`src/rtl/display_arbiter.sv`:
```
`default_nettype none
// ============================================================================
//  Module      : display_arbiter
//  Description : Round-robin sharing of one 8-digit seven-segment driver
//                between four requesters, with a minimum dwell per owner.
//  Revision    : 1.0 - initial release
// ============================================================================
module display_arbiter #(
    parameter int unsigned DWELL = 50_000_000
) (
    input  logic         clock,
    input  logic         reset,
    input  logic [3:0]   req,
    input  logic [127:0] reqValue,
    input  logic [31:0]  reqEnable,
    input  logic [31:0]  reqPoint,
    output logic [3:0]   grant,
    output logic [31:0]  dispValue,
    output logic [7:0]   dispEnable,
    output logic [7:0]   dispPoint
);

    typedef enum logic [0:0] {
        IDLE = 1'b0,
        OWN  = 1'b1
    } state_t;

    localparam logic [31:0] c_CNT_MAX = 32'(DWELL - 1);

    state_t      r_state;
    state_t      w_nextState;
    logic [1:0]  r_owner;
    logic [1:0]  w_nextOwner;
    logic [1:0]  r_last;
    logic [1:0]  w_nextLast;
    logic [31:0] r_cnt;
    logic [31:0] w_nextCnt;

    logic [1:0]  w_base;
    logic [1:0]  w_winner;
    logic        w_found;
    logic [3:0]  w_ownerMask;
    logic        w_otherReq;
    logic        w_expired;
    logic        w_load;
    logic        w_blank;
    logic [1:0]  w_sel;

    // While owning, the search starts after the current owner, which is
    // exactly where last will point once ownership moves on.
    assign w_base      = (r_state == OWN) ? r_owner : r_last;
    assign w_ownerMask = 4'b0001 << r_owner;
    assign w_otherReq  = |(req & ~w_ownerMask);
    assign w_expired   = (r_cnt == c_CNT_MAX);

    // Descending offset so the nearest requester after the base wins.
    always_comb begin
        w_found  = 1'b0;
        w_winner = w_base;
        for (int k = 4; k >= 1; k--) begin
            if (req[w_base + 2'(k)]) begin
                w_found  = 1'b1;
                w_winner = w_base + 2'(k);
            end
        end
    end

    always_comb begin
        w_nextState = r_state;
        w_nextOwner = r_owner;
        w_nextLast  = r_last;
        w_nextCnt   = r_cnt;
        w_load      = 1'b0;
        w_blank     = 1'b0;
        w_sel       = r_owner;
        case (r_state)
            IDLE: begin
                if (w_found) begin
                    w_nextState = OWN;
                    w_nextOwner = w_winner;
                    w_nextCnt   = '0;
                    w_load      = 1'b1;
                    w_sel       = w_winner;
                end else begin
                    w_blank = 1'b1;
                end
            end
            OWN: begin
                if (!req[r_owner]) begin
                    w_nextLast = r_owner;
                    if (w_found) begin
                        w_nextOwner = w_winner;
                        w_nextCnt   = '0;
                        w_load      = 1'b1;
                        w_sel       = w_winner;
                    end else begin
                        w_nextState = IDLE;
                        w_blank     = 1'b1;
                    end
                end else if (w_expired && w_otherReq) begin
                    w_nextLast  = r_owner;
                    w_nextOwner = w_winner;
                    w_nextCnt   = '0;
                    w_load      = 1'b1;
                    w_sel       = w_winner;
                end else begin
                    w_load = 1'b1;
                    if (!w_expired) begin
                        w_nextCnt = r_cnt + 32'd1;
                    end
                end
            end
            default: begin
                w_nextState = IDLE;
            end
        endcase
    end

    always_ff @(posedge clock or negedge reset) begin
        if (!reset) begin
            r_state    <= IDLE;
            r_owner    <= 2'd0;
            r_last     <= 2'd3;
            r_cnt      <= '0;
            grant      <= '0;
            dispValue  <= '0;
            dispEnable <= '0;
            dispPoint  <= '0;
        end else begin
            r_state <= w_nextState;
            r_owner <= w_nextOwner;
            r_last  <= w_nextLast;
            r_cnt   <= w_nextCnt;
            if (w_load) begin
                grant      <= 4'b0001 << w_sel;
                dispValue  <= reqValue[{w_sel, 5'b00000} +: 32];
                dispEnable <= reqEnable[{w_sel, 3'b000} +: 8];
                dispPoint  <= reqPoint[{w_sel, 3'b000} +: 8];
            end else if (w_blank) begin
                grant      <= '0;
                dispEnable <= '0;
            end
        end
    end

endmodule
`default_nettype wire

```
`config.mk`:
```
export PLATFORM = sky130hd
export DESIGN_NAME = display_arbiter
export DESIGN_NICKNAME = d
export VERILOG_FILES = /design/src/rtl/display_arbiter.sv
export SDC_FILE = /design/constraint.sdc
export NUM_CORES = 1
export LEC_CHECK = 0
export CORE_MARGIN = 2
export CORE_UTILIZATION = 38
export CTS_CLUSTER_SIZE = 14
export DETAILED_ROUTE_END_ITERATION = 6
export GPL_TIMING_DRIVEN = 1
export PLACE_DENSITY = 0.8
export SETUP_SLACK_MARGIN = 0.15
export SYNTH_ARGS = -nofsm -noshare
export SYNTH_HDL_FRONTEND = slang
export SYNTH_SLANG_ARGS = --single-unit
```
`constraint.sdc`:
```
create_clock -name clock -period 2.9 [get_ports clock]
set_clock_uncertainty 0.05 [all_clocks]
set_input_delay 0.58 -clock clock [delete_from_list [all_inputs] [get_ports clock]]
set_output_delay 0.58 -clock clock [all_outputs]
set_load 0.005 [all_outputs]
```
==> flow_summary_export.csv <==
group,metric,value,unit
floorplan,dieHeight,122,µm
synthesis,ys_seq_elements,89,
cts,clkLatencyLatePin,350,ps
critical_path,cp_max_fo,8,
global_routing,track_usage,26.9,%
route,avgRoutedWirePerCell,20.0,µm
timing,period_share,95.1,%
critical_path,reg2reg_slack,140,ps
power,power_density,941,nW/µm²
cts,cts.htree.levels,3,
placed_design,numPortBuffers,249,
timing,hold_viol,0,
timing,rsz0062_at_grt,"yes",
critical_path,cp.required,3060,ps
placed_design,pre_cts_ws,-510,ps
power,ir_drop,0.512,mV
finish,finalNetCount,1058,
floorplan,die_x,122,µm
global_routing,antenna_found_initial,0,
global_routing,grt_overflow,0,
route,antenna_left,0,
floorplan,fp-row-count,42,
timing,slew_violations,0,
timing,slew_headroom,58.1,%
route,drc_errors,0,
timing,max_clock_freq,362,MHz
run,maxCapViolations,0,
cts,path_clk_slew,70,ps
cts,cts_buffers,9,
critical_path,end_kind,"flop",
route,routed_via_density,5.82,
cts,cts_tree,"built",
floorplan,start_util,39.3,%
finish,syn_to_final_growth,70.5,%
synthesis,ys_seq_area_share,42.5,%
cts,clk_path_buf_depth,2,
synthesis,syn_inst,571,
route,dr.pass1.iters,5,
critical_path,timing.critical_path.from_type,"flop",
synthesis,synth-edff-count,0,
synthesis,synth_area_per_cell,9.19,µm²
cts,cts-root-buf,"clkbuf_16",
floorplan,die_area,14800,µm²
timing,min_period,2760,ps
synthesis,synth_cell_type_count,50,
finish,fin_util,67.0,%
finish,insertedDiodeCount,0,
critical_path,reg2reg_from,"r_cnt[29]",
placed_design,dp_hpwl,14900,µm
synthesis,async_flop_share,100,%
status,status,"finished clean",
finish,drive_gt1_share,18.3,%
route,drt_iter0_drc,503,
timing,setup_slack,141,ps
finish,fillers,1024,
synthesis,synth_area,5250,µm²
critical_path,crit_type,"reg2reg",
global_routing,grt_max_degree,58,
global_routing,grt_pass1_vias,6225,
route,vias,6057,
synthesis,syn-num-nets,770,
timing,setup_viol,0,
cts,ctsHoldBuffers,0,
floorplan,num_io_pins,250,
critical_path,worstRegToRegCells,10,
power,leakagePower,3.65,nW
cts,clkSinkCount,89,
global_routing,grt_pass1_wl,31200,µm
placed_design,gp_congestion,0.975,
critical_path,arrival,2920,ps
synthesis,ys_warn_count,0,
route,drt-total-wl,20800,µm
synthesis,synth_ff_type,"dfrtp_1",
hold_path,min_path_type,"in2async",
critical_path,worstReg2RegEnd,"dispEnable[3]",
floorplan,core,13300,µm²
timing,worstMarginPinSlew,629,ps
## stage by stage
| step | hold WS [ps] | cell area (µm²) | cells | TNS [ps] | power (mW) |
|---|---|---|---|---|---|
| after CTS | 148 | 8750 | 1034 | 0 | 7.96 |
| final | 144 | 8950 | 1040 | 0 | 8.42 |
| after floorplan | 234 | 5290 | 571 | 0 | 4.27 |
| after detailed placement | 429 | 8350 | 1011 | -20800 | 6.62 |
| after global placement | 425 | 8350 | 1011 | -15680 | 6.46 |
| after global routing | 178 | 8950 | 1040 | 0 | 8.87 |
## layer usage
layer	routed length, µm	vias to the layer above	global-route usage (%)	part of all wire [%]
li1	-	2722	-	-
met1	7780	2949	32.2	37
met2	10700	333	46.4	52
met3	1670	53	6.91	8.0
met4	630	0	10.7	3.0
met5	0	-	0	0
## state kept, by name, summed over array words and instances, names as in the netlist
| name | count |
|---|---|
| r_state | 1 |
| grant | 4 |
| dispValue | 32 |
| dispPoint | 8 |
| r_last | 2 |
| r_cnt | 32 |
| r_owner | 2 |
| dispEnable | 8 |
## critical path, cell delays in order, from the launching register on
cell and delay, ps:
dfrtp_1 400, nor4_2 280, buf_4 150, nand4_1 110, or2_4 280, o21ai_4 170
mux2i_4 330, buf_12 180, mux2_4 300, a222oi_1 290, nor2_1 70
## where the power goes
group	total [mW]	internal (mW)	switching [mW]	leakage (nW)
Clock	1.20	0.693	0.512	0.141
Combinational	5.27	2.91	2.36	2.39
Sequential	1.94	1.69	0.255	1.12
## cell families (layout without fill, tap and decap cells)
logic type | Yosys count | in the layout | synth area share (%)
simple gates | 189 | 189 | 16.9
compound gates | 182 | 182 | 23.2
fa+ha+maj | 1 | 1 | 0.238
flops | 89 | 89 | 42.5
xor+xnor | 4 | 4 | 0.668
buf+inv | 47 | 340 | 3.77
mux | 59 | 59 | 12.7
## area by class of cell
cell class | count | area (µm²) | area share (%)
clock inverters | 6 | 66.3 | 0.741
inverters | 7 | 26.3 | 0.294
clock buffers | 10 | 239 | 2.67
flip-flops and latches | 89 | 2230 | 24.9
multi-input cells | 435 | 2990 | 33.4
well taps | 176 | 220 | 2.46
repair buffers | 317 | 3170 | 35.5
## synth_stat cells, types with 9 or more instances
| cell | count | share of area (%) |
|---|---|---|
| buf_2 | 11 | 1.0 |
| nand2_1 | 68 | 4.9 |
| nor2_1 | 56 | 4.0 |
| nand3_1 | 11 | 1.0 |
| o21ai_0 | 50 | 4.8 |
| mux2i_1 | 16 | 3.1 |
| nand4_1 | 11 | 1.3 |
| dfrtp_1 | 87 | 41 |
| mux2_2 | 35 | 7.5 |
| a221oi_1 | 39 | 6.5 |
| o21a_1 | 9 | 1.3 |
| o31ai_1 | 15 | 2.1 |
| clkbuf_1 | 26 | 1.9 |
| a21oi_1 | 45 | 4.3 |
| and2_1 | 14 | 1.7 |
## placed cells by master, fill, tap and decap left out, types with 4 or more instances in the layout
master,netlist,final
a222oi_1,8,8
o31ai_1,15,15
inv_1,7,5
and2_1,14,14
mux2_4,0,12
clkbuf_16,0,11
nand3_1,11,11
a221oi_1,39,36
dlygate4sd2_1,0,4
clkdlybuf4s50_1,0,244
buf_4,2,54
nand2_1,68,64
o21a_1,9,9
nand2_2,0,4
buf_12,0,8
mux2i_1,16,12
nand4_1,11,11
a21oi_1,45,44
dfrtp_1,87,85
mux2_2,35,28
o21ai_0,50,49
nor2_1,56,56
nor4_1,6,4
## worst max-delay path by stage
stage	startpoint	to	slack (ps)	depth (start not counted)
global route	r_cnt[29]	dispEnable[4]	20	10
floorplan	r_cnt[0]	dispEnable[5]	100	11
detailed placement	req[2]	dispPoint[2]	-510	12
global placement	req[2]	dispPoint[2]	-410	12
CTS	r_state	dispEnable[0]	120	8
finish	r_cnt[29]	dispEnable[3]	140	10
## timing repair
action / 4_1_cts / 5_1_grt
endpoints found under the setup margin: 49 / 67
resized for setup: 13 / 26
gates cloned: 0 / 4
setup buffers: 7 / 2
pin swaps: 3 / 9
Note: power is estimated with default switching activity, not from simulation.
